==> config.mk <==
export PLATFORM = sky130hd
export DESIGN_NAME = chunked_adder
export DESIGN_NICKNAME = d
export VERILOG_FILES = /design/src/rtl/chunked_adder.sv
export SDC_FILE = /design/constraint.sdc
export NUM_CORES = 1
export LEC_CHECK = 0
export CAP_MARGIN = 10
export CORE_ASPECT_RATIO = 2
export CORE_MARGIN = 2
export CORE_UTILIZATION = 50
export CTS_CLUSTER_SIZE = 30
export DETAILED_ROUTE_END_ITERATION = 12
export GPL_TIMING_DRIVEN = 0
export HOLD_SLACK_MARGIN = 0.08
export PLACE_DENSITY = 0.77
export SYNTH_ARGS = -nofsm -noshare
export SYNTH_HDL_FRONTEND = slang
export SYNTH_SLANG_ARGS = --single-unit
==> constraint.sdc <==
create_clock -name clk -period 5.5 [get_ports clk]
set_clock_uncertainty 0.05 [all_clocks]
set_input_delay 1.1 -clock clk [delete_from_list [all_inputs] [get_ports clk]]
set_output_delay 1.1 -clock clk [all_outputs]
set_load 0.01 [all_outputs]
==> src/rtl/chunked_adder.sv <==
// Multi-cycle adder/subtractor that adds CHUNK bits per clock, LSB chunk first.
// Optional signed-overflow flag is enabled with the CHUNKED_ADDER_OVF_EN macro.
module chunked_adder #(
    parameter int WIDTH = 16,
    parameter int CHUNK = 4
) (
    input  logic             clk,
    input  logic             rst,
    input  logic             start,
    input  logic             sub,
    input  logic [WIDTH-1:0] a,
    input  logic [WIDTH-1:0] b,
    input  logic             ci,
    output logic             ready,
    output logic             done,
    output logic [WIDTH-1:0] s,
    output logic             co,
    output logic             ov
);

    localparam int N  = WIDTH / CHUNK;
    localparam int IW = (N > 1) ? $clog2(N) : 1;

    typedef enum logic [1:0] {
        IDLE = 2'd0,
        RUN  = 2'd1,
        FIN  = 2'd2
    } state_t;

    state_t            state_r;
    state_t            state_s;
    logic [WIDTH-1:0]  a_r;
    logic [WIDTH-1:0]  b_r;
    logic              carry_r;
    logic [IW-1:0]     idx_r;
    logic [WIDTH-1:0]  s_r;
    logic              co_r;
    logic              ready_r;
    logic              done_r;
    logic              ready_s;
    logic              done_s;
    logic              last_s;
    logic [CHUNK-1:0]  a_chunk_s;
    logic [CHUNK-1:0]  b_chunk_s;
    logic [CHUNK:0]    sum_s;

    assign last_s = (idx_r == IW'(N - 1));

    // Current chunk of the captured operands and its sum with the running carry
    always_comb begin
        a_chunk_s = a_r[idx_r*CHUNK +: CHUNK];
        b_chunk_s = b_r[idx_r*CHUNK +: CHUNK];
        sum_s     = {1'b0, a_chunk_s} + {1'b0, b_chunk_s} + {{CHUNK{1'b0}}, carry_r};
    end

    // FSM state register
    always_ff @(posedge clk or posedge rst) begin
        if (rst) begin
            state_r <= IDLE;
        end else begin
            state_r <= state_s;
        end
    end

    // FSM next-state logic
    always_comb begin
        state_s = state_r;
        case (state_r)
            IDLE: begin
                if (start) begin
                    state_s = RUN;
                end else begin
                    state_s = IDLE;
                end
            end
            RUN: begin
                if (last_s) begin
                    state_s = FIN;
                end else begin
                    state_s = RUN;
                end
            end
            FIN:     state_s = IDLE;
            default: state_s = IDLE;
        endcase
    end

    // FSM output decode, from the next state so the flags line up with it
    always_comb begin
        ready_s = 1'b0;
        done_s  = 1'b0;
        case (state_s)
            IDLE:    ready_s = 1'b1;
            FIN:     done_s  = 1'b1;
            default: begin
                ready_s = 1'b0;
                done_s  = 1'b0;
            end
        endcase
    end

    // Registered status flags
    always_ff @(posedge clk or posedge rst) begin
        if (rst) begin
            ready_r <= 1'b1;
            done_r  <= 1'b0;
        end else begin
            ready_r <= ready_s;
            done_r  <= done_s;
        end
    end

    // Operand capture and per-chunk accumulation; subtract is A + ~B + 1
    always_ff @(posedge clk or posedge rst) begin
        if (rst) begin
            a_r     <= {WIDTH{1'b0}};
            b_r     <= {WIDTH{1'b0}};
            carry_r <= 1'b0;
            idx_r   <= {IW{1'b0}};
            s_r     <= {WIDTH{1'b0}};
            co_r    <= 1'b0;
        end else begin
            case (state_r)
                IDLE: begin
                    if (start) begin
                        a_r     <= a;
                        b_r     <= sub ? ~b : b;
                        carry_r <= sub ? 1'b1 : ci;
                        idx_r   <= {IW{1'b0}};
                    end
                end
                RUN: begin
                    s_r[idx_r*CHUNK +: CHUNK] <= sum_s[CHUNK-1:0];
                    carry_r                   <= sum_s[CHUNK];
                    idx_r                     <= idx_r + IW'(1);
                    if (last_s) begin
                        co_r <= sum_s[CHUNK];
                    end
                end
                default: begin
                    carry_r <= carry_r;
                end
            endcase
        end
    end

`ifdef CHUNKED_ADDER_OVF_EN
    logic ov_r;
    logic msb_cin_s;

    // Carry into the MSB is recovered from the MSB sum bit and its two inputs
    assign msb_cin_s = a_chunk_s[CHUNK-1] ^ b_chunk_s[CHUNK-1] ^ sum_s[CHUNK-1];

    // Signed overflow captured on the final chunk, held until the next result
    always_ff @(posedge clk or posedge rst) begin
        if (rst) begin
            ov_r <= 1'b0;
        end else if ((state_r == RUN) && last_s) begin
            ov_r <= msb_cin_s ^ sum_s[CHUNK];
        end else begin
            ov_r <= ov_r;
        end
    end

    assign ov = ov_r;
`else
    assign ov = 1'b0;
`endif

    assign ready = ready_r;
    assign done  = done_r;
    assign s     = s_r;
    assign co    = co_r;

endmodule

==> results of run 1 <==
[layout make-up]
cell class,instances,share of cell area [%]
timing repair buffer,55,16.1
clock buffer,5,1.98
sequential,56,40.3
tap,58,2.09
buffer,10,1.98
multi-input combinational,134,34.5
inverter,4,0.431
clock inverter,3,2.59
[worst max-delay path, cell delays in order, from the launching register on]
cell	delay [ns]
dfrtp_1	0.62
buf_4	0.29
mux4_2	0.56
fa_1	0.47
fa_1	0.42
a21o_1	0.17
a21oi_1	0.26
o221ai_1	0.15
[layout by cell type, fill, tap and decap left out, types with 2 or more instances in the layout]
| master | Yosys | routed |
|---|---|---|
| dfrtp_1 | 55 | 55 |
| clkdlybuf4s50_1 | 0 | 54 |
| nor2_1 | 19 | 19 |
| a21oi_1 | 18 | 18 |
| xnor2_1 | 16 | 16 |
| mux2_2 | 16 | 16 |
| a22o_1 | 13 | 13 |
| nand2_1 | 9 | 9 |
| ha_1 | 9 | 9 |
| mux4_2 | 8 | 8 |
| buf_4 | 5 | 5 |
| clkbuf_8 | 0 | 5 |
| buf_2 | 4 | 4 |
| a32o_1 | 4 | 4 |
| inv_1 | 4 | 3 |
| bufinv_16 | 0 | 3 |
| nor4_4 | 2 | 2 |
| o21bai_1 | 2 | 2 |
| mux2i_1 | 2 | 2 |
| fa_1 | 2 | 2 |
[logic make-up (layout without fill, tap and decap cells)]
group / after synthesis / after routing / share of synthesized area, %
muxes: 26 / 26 / 14.2
xor gates and xnor gates: 17 / 17 / 5.54
other: 1 / 1 / 0.140
adders and majority gates: 11 / 11 / 5.68
buffers and inverters: 14 / 77 / 3.12
DFF: 56 / 56 / 52.2
and+or+nand+nor: 37 / 37 / 8.10
AOI/OAI and AO/OA: 42 / 42 / 11.1
[power by group]
part / leakage (nW) / switching (W) / internal [W]
registers: 0.681 / 0.000116 / 0.000595
clock network: 0.0784 / 0.000131 / 0.000227
logic: 0.703 / 0.000555 / 0.000526
total: 1.46 / 0.000801 / 0.00135
[state kept, by name, summed over array words and instances (netlist names)]
register,cells
carry_r,1
s,16
ready,1
idx_r,2
a_r,16
b_r,16
done,1
co,1
state_r,2
[path summary, 6_finish.rpt]
check | end | slack [ns] | cells past startpoint
max | carry_r | 2.38 | 7
min | s[15] | 0.45 | 1
max reg2reg | carry_r | 2.38 | 7
min reg2reg | s[15] | 0.45 | 1
max in group asynchronous | b_r[3] | 3.79 | 3
min in group asynchronous | s[13] | 1.07 | 2
[routing by layer]
metal / share of wire [%] / wire [um] / GRT usage (%)
met2: 60 / 3120 / 37.6
met4: 1.2 / 62 / 5.95
met1: 36 / 1870 / 20.0
met5: 0 / 0 / 0
met3: 2.5 / 129 / 2.52
[per-stage QoR]
stage	cells	instance area (sq um)	total power, W	setup slack [ns]
3_3_place_gp	316	3300	0.00177	2.02
6_report	325	3480	0.00215	2.38
3_5_place_dp	317	3320	0.00181	2.36
5_1_grt	325	3480	0.00229	2.22
2_1_floorplan	204	2690	0.00144	2.77
4_1_cts	325	3480	0.00217	2.35
==> impl_metrics.env, run 1 <==
export IMPL_status="completed"
export IMPL_drv_cap=0
export IMPL_insertion_delay_ns=0.31
export IMPL_synth_edf_count=0
export IMPL_yosys_area_top_type_share_pct=51.2
export IMPL_postCtsSetupBuffers=0
export IMPL_hold_viol_final=0
export IMPL_path_max_fanout=10
export IMPL_fin_crit_ns=3.12
export IMPL_antenna_found_initial=0
export IMPL_cts_tree="yes"
export IMPL_die_y_um=108
export IMPL_final_core_util_pct=67.1
export IMPL_ys_warn_count=0
export IMPL_cts_hold_buf=0
export IMPL_period_share_pct=56.7
export IMPL_cts_root_buf="clkbuf_8"
export IMPL_gr_usage_all_layers_pct=18.9
export IMPL_io_pins=57
export IMPL_r2r_start="idx_r[0]"
export IMPL_viasPerCell=5.57
export IMPL_synth_nets=252
export IMPL_crit_arrival_ns=3.25
export IMPL_fp_row_count=37
export IMPL_synth_cell_types=33
export IMPL_grt_overflow=0
export IMPL_ys_top_cells_by_count="dfrtp_1, nor2_1, a21oi_1"
export IMPL_ys_ff_latch=56
export IMPL_setup_viol=0
export IMPL_hp_class="register to register"
export IMPL_fin_hold_ws_ns=0.449
export IMPL_worstHoldStart="s[15]"
export IMPL_yosys_area_top_type="dfrtp_1"
export IMPL_area_growth_pct=29.5
export IMPL_grt_max_degree=36
export IMPL_path_clk_slew_ns=0.09
export IMPL_syn_instance_count=204
export IMPL_cts_buffers=5
export IMPL_antenna_cells=0
export IMPL_final_net_count=314
export IMPL_regArea_sq_um=1400
export IMPL_slew_viol_final=0
export IMPL_vias=1809
export IMPL_clk_path_buf_depth=2
export IMPL_die_x_um=55.8
export IMPL_syn_mean_instance_area_sq_um=13.2
export IMPL_fin_tns_setup_ns=0
export IMPL_drc=0
export IMPL_crit_required_ns=5.63
export IMPL_place_congestion=0.828
export IMPL_dieArea_sq_um=6010
export IMPL_crit_type="register to register"
export IMPL_cp_end_kind="register"
export IMPL_start_util_pct=51.8
export IMPL_fmax_mhz=321
export IMPL_wire_per_inst_um=16.0
export IMPL_synth_most_common_cell="dfrtp_1"
export IMPL_power_leakage_nw=1.46
export IMPL_hpwl_um=4090
export IMPL_yosysSeqAreaShare_pct=52.2
export IMPL_async_flop_share_pct=100
export IMPL_multi_input_area_sq_um=1200
export IMPL_htreeDepth=2
export IMPL_netlist_top_cells_area="dfrtp_1, mux2_2, mux4_2, xnor2_1, a22o_1"
export IMPL_power_density_nw_per_um2=618
export IMPL_startpoint="idx_r[0]"
export IMPL_grt_pass1_vias=1875
export IMPL_ant_nets=0
export IMPL_clock_sinks=56
export IMPL_first_pass_iters=4
export IMPL_cp_start_kind="register"
export IMPL_port_buffers=54
export IMPL_cts_resized=0
export IMPL_core_area_sq_um=5180
export IMPL_rsz0062_at_grt="false"
export IMPL_grt_pass1_wl_um=8820
export IMPL_routed_wl_um=5190
export IMPL_ys_flop_type="dfrtp_1"
export IMPL_drive_above_1_share_pct=19.1
export IMPL_synth_area_sq_um=2690
export IMPL_fill_cells=415
export IMPL_vdd_ir_drop_worst_mv=0.440
export IMPL_drt_iter0_markers=44
(Power assumes the default switching activity.)
==> run 2, diff against run 1 <==
CORE_UTILIZATION = 46   (was 50)
PLACE_DENSITY = 0.74   (was 0.77)
clock period = 2.65 ns   (was 5.5 ns; I/O delays follow)
==> run 2 against run 1 <==
Net effect:
- worst hold slack worse by 0.0015 ns
- largest power group unchanged
- fmax up 22%
- first-iteration DRC count down 30%
- worst setup slack worse by 2.3 ns
- largest cell class unchanged
- routed wire length up 10%
- non-clock buffer count up 6
==> impl_metrics.env, run 2 (same netlist as run 1, synthesis figures left out) <==
export IMPL_start_util_pct=47.5
export IMPL_vias=1827
export IMPL_setup_viol=0
export IMPL_crit_arrival_ns=2.65
export IMPL_fp_row_count=39
export IMPL_drive_above_1_share_pct=22.0
export IMPL_final_core_util_pct=62.7
export IMPL_die_y_um=112
export IMPL_fill_cells=450
export IMPL_drv_cap=0
export IMPL_port_buffers=54
export IMPL_status="completed"
export IMPL_area_growth_pct=32.0
export IMPL_grt_pass1_vias=1999
export IMPL_dieArea_sq_um=6510
export IMPL_viasPerCell=5.47
export IMPL_slew_viol_final=0
export IMPL_crit_type="register to register"
export IMPL_timing_slew_headroom_pct=64.5
export IMPL_gr_usage_all_layers_pct=19.9
export IMPL_clk_path_buf_depth=2
export IMPL_hold_viol_final=0
export IMPL_regArea_sq_um=1400
export IMPL_place_congestion=0.787
export IMPL_htreeDepth=2
export IMPL_crit_required_ns=2.75
export IMPL_routed_wl_um=5720
export IMPL_antenna_cells=0
export IMPL_first_pass_iters=4
export IMPL_period_share_pct=96.3
export IMPL_tightestPinTransition_ns=0.532
export IMPL_multi_input_area_sq_um=1220
export IMPL_ant_nets=0
export IMPL_rsz0062_at_grt="false"
export IMPL_grt_overflow=0
export IMPL_hpwl_um=4350
export IMPL_cts_tree="yes"
export IMPL_final_cell_mix="dfrtp_1, clkdlybuf4s50_1, nor2_1, a21oi_1"
export IMPL_cp_start_kind="register"
export IMPL_core_area_sq_um=5660
export IMPL_clock_sinks=56
export IMPL_vdd_ir_drop_worst_mv=0.860
export IMPL_fin_hold_ws_ns=0.447
export IMPL_grt_pass1_wl_um=9680
export IMPL_cts_hold_buf=0
export IMPL_hp_class="register to register"
export IMPL_wire_per_inst_um=17.1
export IMPL_path_clk_slew_ns=0.07
export IMPL_fmax_mhz=392
export IMPL_antenna_found_initial=0
export IMPL_power_leakage_nw=1.49
export IMPL_power_density_nw_per_um2=1300
export IMPL_die_x_um=58.1
export IMPL_fin_crit_ns=2.55
export IMPL_final_net_count=320
export IMPL_insertion_delay_ns=0.29
export IMPL_path_max_fanout=3
export IMPL_drt_iter0_markers=31
export IMPL_cp_end_kind="register"
export IMPL_hold_path_depth=1
export IMPL_cts_root_buf="clkbuf_16"
export IMPL_grt_max_degree=33
export IMPL_cts_buffers=5
export IMPL_drc=0
export IMPL_io_pins=57
export IMPL_ff2ff_path_depth=7
-- run 2: cell types whose count changed in the layout (fill, tap and decap cells not counted), moves of 2 or more --
| cell | before | now |
|---|---|---|
| buf_4 | 5 | 10 |
| bufinv_16 | 3 | 0 |
| clkbuf_1 | 0 | 2 |
| clkbuf_16 | 0 | 5 |
| clkbuf_8 | 5 | 1 |
| fa_1 | 2 | 0 |
| fa_2 | 0 | 2 |
-- run 2: through the flow --
stage / instances / setup WS (ns) / setup TNS [ns] / total power (W) / area, sq um
finish: 334 / 0.0979 / 0 / 0.00462 / 3550
detailed placement: 320 / -0.373 / -2.38 / 0.00377 / 3330
floorplan: 204 / 0.0193 / 0 / 0.00300 / 2690
CTS: 332 / 0.0418 / 0 / 0.00461 / 3530
global route: 334 / 0.00373 / 0 / 0.00492 / 3550
global placement: 319 / -0.447 / -17.23 / 0.00369 / 3310
-- run 2: metal layers --
metal / up-vias / track usage [%] / share of wire [%]
met4: 0 / 9.46 / 3.3
li1: 862 / - / -
met1: 909 / 20.8 / 35
met2: 42 / 37.7 / 60
met5: - / 0 / 0
met3: 14 / 2.19 / 2.1
-- run 2: what timing repair did --
action                     in CTS  in global routing
setup endpoints to repair      14                  1
pin swaps                       0                  1
resized for setup               7                  1
setup buffers                   4                  2
-- run 2: where the power goes --
part           internal, W  total [W]  switching [W]
Sequential         0.00124    0.00146       0.000221
Combinational      0.00123    0.00250        0.00128
Clock             0.000378   0.000660       0.000282
Total              0.00285    0.00462        0.00178
-- run 2: worst max-delay path: stages, from the launching register on --
cell and delay [ns]:
dfrtp_1 0.40, buf_6 0.14, mux4_2 0.55, fa_2 0.38, fa_2 0.38, a21o_1 0.19
a21oi_2 0.17, o221ai_1 0.15
-- run 2: final cells by class --
class                      instances  share of cell area, %
tap                               61                   2.15
sequential                        56                   39.6
inverter                           4                  0.423
multi-input combinational        134                   34.3
buffer                            10                   2.33
timing repair buffer              61                   17.1
clock buffer                       8                   4.13
-- run 2: worst paths after layout --
| check | slack [ns] | from | to |
|---|---|---|---|
| worst max register to register | 0.1 | idx_r[1] | carry_r |
| min in group asynchronous | 0.55 | rst | a_r[1] |
| worst max-delay path | 0.1 | idx_r[1] | carry_r |
| worst min-delay path | 0.45 | s[15] | s[15] |
| worst min register to register | 0.45 | s[15] | s[15] |
| max in group asynchronous | 1.38 | rst | ready |
==> run 3, diff against run 2 <==
GPL_TIMING_DRIVEN = not set   (was 0)
==> run 3 against run 2 <==
Net effect:
- core utilization is 0.53 points lower
- first-iteration DRC count increased by 3.2%
- fmax increased by 2.3%
- sequential power barely moved
==> impl_metrics.env, run 3 (same netlist as run 1, synthesis figures left out) <==
export IMPL_die_x_um=58.1
export IMPL_r2r_start="idx_r[1]"
export IMPL_fin_tns_setup_ns=0
export IMPL_crit_type="register to register"
export IMPL_rr_endpoint="carry_r"
export IMPL_fill_cells=471
export IMPL_power_w=0.00453
export IMPL_crit_arrival_ns=2.60
export IMPL_cts_buffers=5
export IMPL_clk_path_buf_depth=2
export IMPL_path_clk_slew_ns=0.07
export IMPL_grt_pass1_vias=1976
export IMPL_path_max_fanout=8
export IMPL_holdPathEnd="s[15]"
export IMPL_fp_row_count=39
export IMPL_r2r_setup_slack_ns=0.16
export IMPL_postCtsSetupBuffers=0
export IMPL_power_internal_w=0.00286
export IMPL_antenna_cells=0
export IMPL_place_congestion=0.843
export IMPL_drive_above_1_share_pct=18.8
export IMPL_area_growth_pct=30.9
export IMPL_routed_wl_um=5390
export IMPL_fin_crit_ns=2.49
export IMPL_wire_per_inst_um=16.5
export IMPL_rsz0062_at_grt="false"
export IMPL_gr_usage_all_layers_pct=18.8
export IMPL_drc=0
export IMPL_status="completed"
export IMPL_power_frac_comb_pct=51.1
export IMPL_vdd_ir_drop_worst_mv=1.03
export IMPL_clock_sinks=56
export IMPL_hold_viol_final=0
export IMPL_cp_end_kind="register"
export IMPL_period_share_pct=94.1
export IMPL_first_pass_iters=4
export IMPL_slew_viol_final=0
export IMPL_cts_resized=0
export IMPL_port_buffers=55
export IMPL_vias=1780
export IMPL_io_pins=57
export IMPL_cp_start_kind="register"
export IMPL_path_cells="buf_4 -> mux4_2 -> fa_1 -> fa_1 -> a21o_1 -> a21oi_1 -> o221ai_1"
export IMPL_worstHoldStart="s[15]"
export IMPL_critical_path_slowest_cell="fa_1"
export IMPL_p_seq_share_pct=32.3
export IMPL_insertion_delay_ns=0.29
export IMPL_die_y_um=112
export IMPL_grt_overflow=0
export IMPL_dieArea_sq_um=6510
export IMPL_crit_required_ns=2.76
export IMPL_cts_tree="yes"
export IMPL_pwr_share_clk_pct=16.6
export IMPL_htreeDepth=2
export IMPL_crit_top_cell="fa_1"
export IMPL_cts_hold_buf=0
export IMPL_cpPeakStageDelay_ns=0.45
export IMPL_setup_viol=0
export IMPL_ff2ff_path_depth=7
export IMPL_final_cell_mix="clkdlybuf4s50_1, dfrtp_1, nor2_1, a21oi_1"
export IMPL_mostFrequentLayoutCell="clkdlybuf4s50_1"
export IMPL_final_net_count=313
export IMPL_hpwl_um=4350
export IMPL_drv_cap=0
export IMPL_hp_class="register to register"
export IMPL_grt_max_degree=49
export IMPL_drt_iter0_markers=32
export IMPL_fmax_mhz=401
export IMPL_power_leakage_nw=1.46
export IMPL_grt_pass1_wl_um=9240
export IMPL_power_density_nw_per_um2=1290
export IMPL_hold_path_depth=1
export IMPL_antenna_found_initial=0
export IMPL_switching_share_pct=36.9
export IMPL_viasPerCell=5.44
export IMPL_cts_root_buf="clkbuf_16"
export IMPL_p_sw_w=0.00167
export IMPL_ant_nets=0
export IMPL_start_util_pct=47.5
export IMPL_core_area_sq_um=5660
==> run 3: metal layers <==
metal / share of wire (%) / GRT usage (%)
met4: 2.2 / 7.44
met3: 2.0 / 2.30
met5: 0 / 0
met1: 34 / 18.4
met2: 62 / 37.1
==> run 3: worst max-delay path by stage <==
stage                   from       to  slack, ns
global placement    idx_r[1]  carry_r       0.23
finish              idx_r[1]  carry_r       0.16
CTS                 idx_r[1]  carry_r       0.16
floorplan           idx_r[0]  carry_r       0.02
global route        idx_r[1]  carry_r       0.05
detailed placement  idx_r[0]  carry_r       0.17
==> run 3: area by class of cell <==
cell class | count | area, sq um | share of cell area, %
clock inverters | 3 | 46.3 | 1.32
repair buffers | 64 | 643 | 18.3
well taps | 61 | 76.3 | 2.17
inverters | 4 | 15.0 | 0.427
multi-input cells | 134 | 1210 | 34.3
flip-flops and latches | 56 | 1400 | 39.9
clock buffers | 5 | 125 | 3.56
==> run 3: power groups by stage <==
stage          Combinational [W]  Clock (W)  Sequential [W]
2_1_floorplan            0.00152          0         0.00148
3_3_place_gp             0.00229          0         0.00147
3_5_place_dp             0.00234          0         0.00149
4_1_cts                  0.00235   0.000765         0.00147
5_1_grt                  0.00254   0.000798         0.00152
6_report                 0.00232   0.000753         0.00146
==> run 3: stage by stage <==
| step | instance area (sq um) | cells | setup WS [ns] | utilization [%] | hold slack [ns] |
|---|---|---|---|---|---|
| 4_1_cts | 3520 | 327 | 0.157 | 62.1 | 0.448 |
| 3_5_place_dp | 3350 | 319 | 0.170 | 59.1 | 0.431 |
| 5_1_grt | 3520 | 327 | 0.0505 | 62.1 | 0.477 |
| 6_report | 3520 | 327 | 0.156 | 62.1 | 0.443 |
| 2_1_floorplan | 2690 | 204 | 0.0193 | - | 0.425 |
| 3_3_place_gp | 3350 | 319 | 0.226 | 59.1 | 0.425 |
==> run 3: critical path: cells and delay by family, from the launching register on <==
family	cells	cell delay [ns]
mux	1	0.33
flops	1	0.39
compound gates	3	0.54
fa+ha+maj	2	0.87
buf+inv	1	0.18
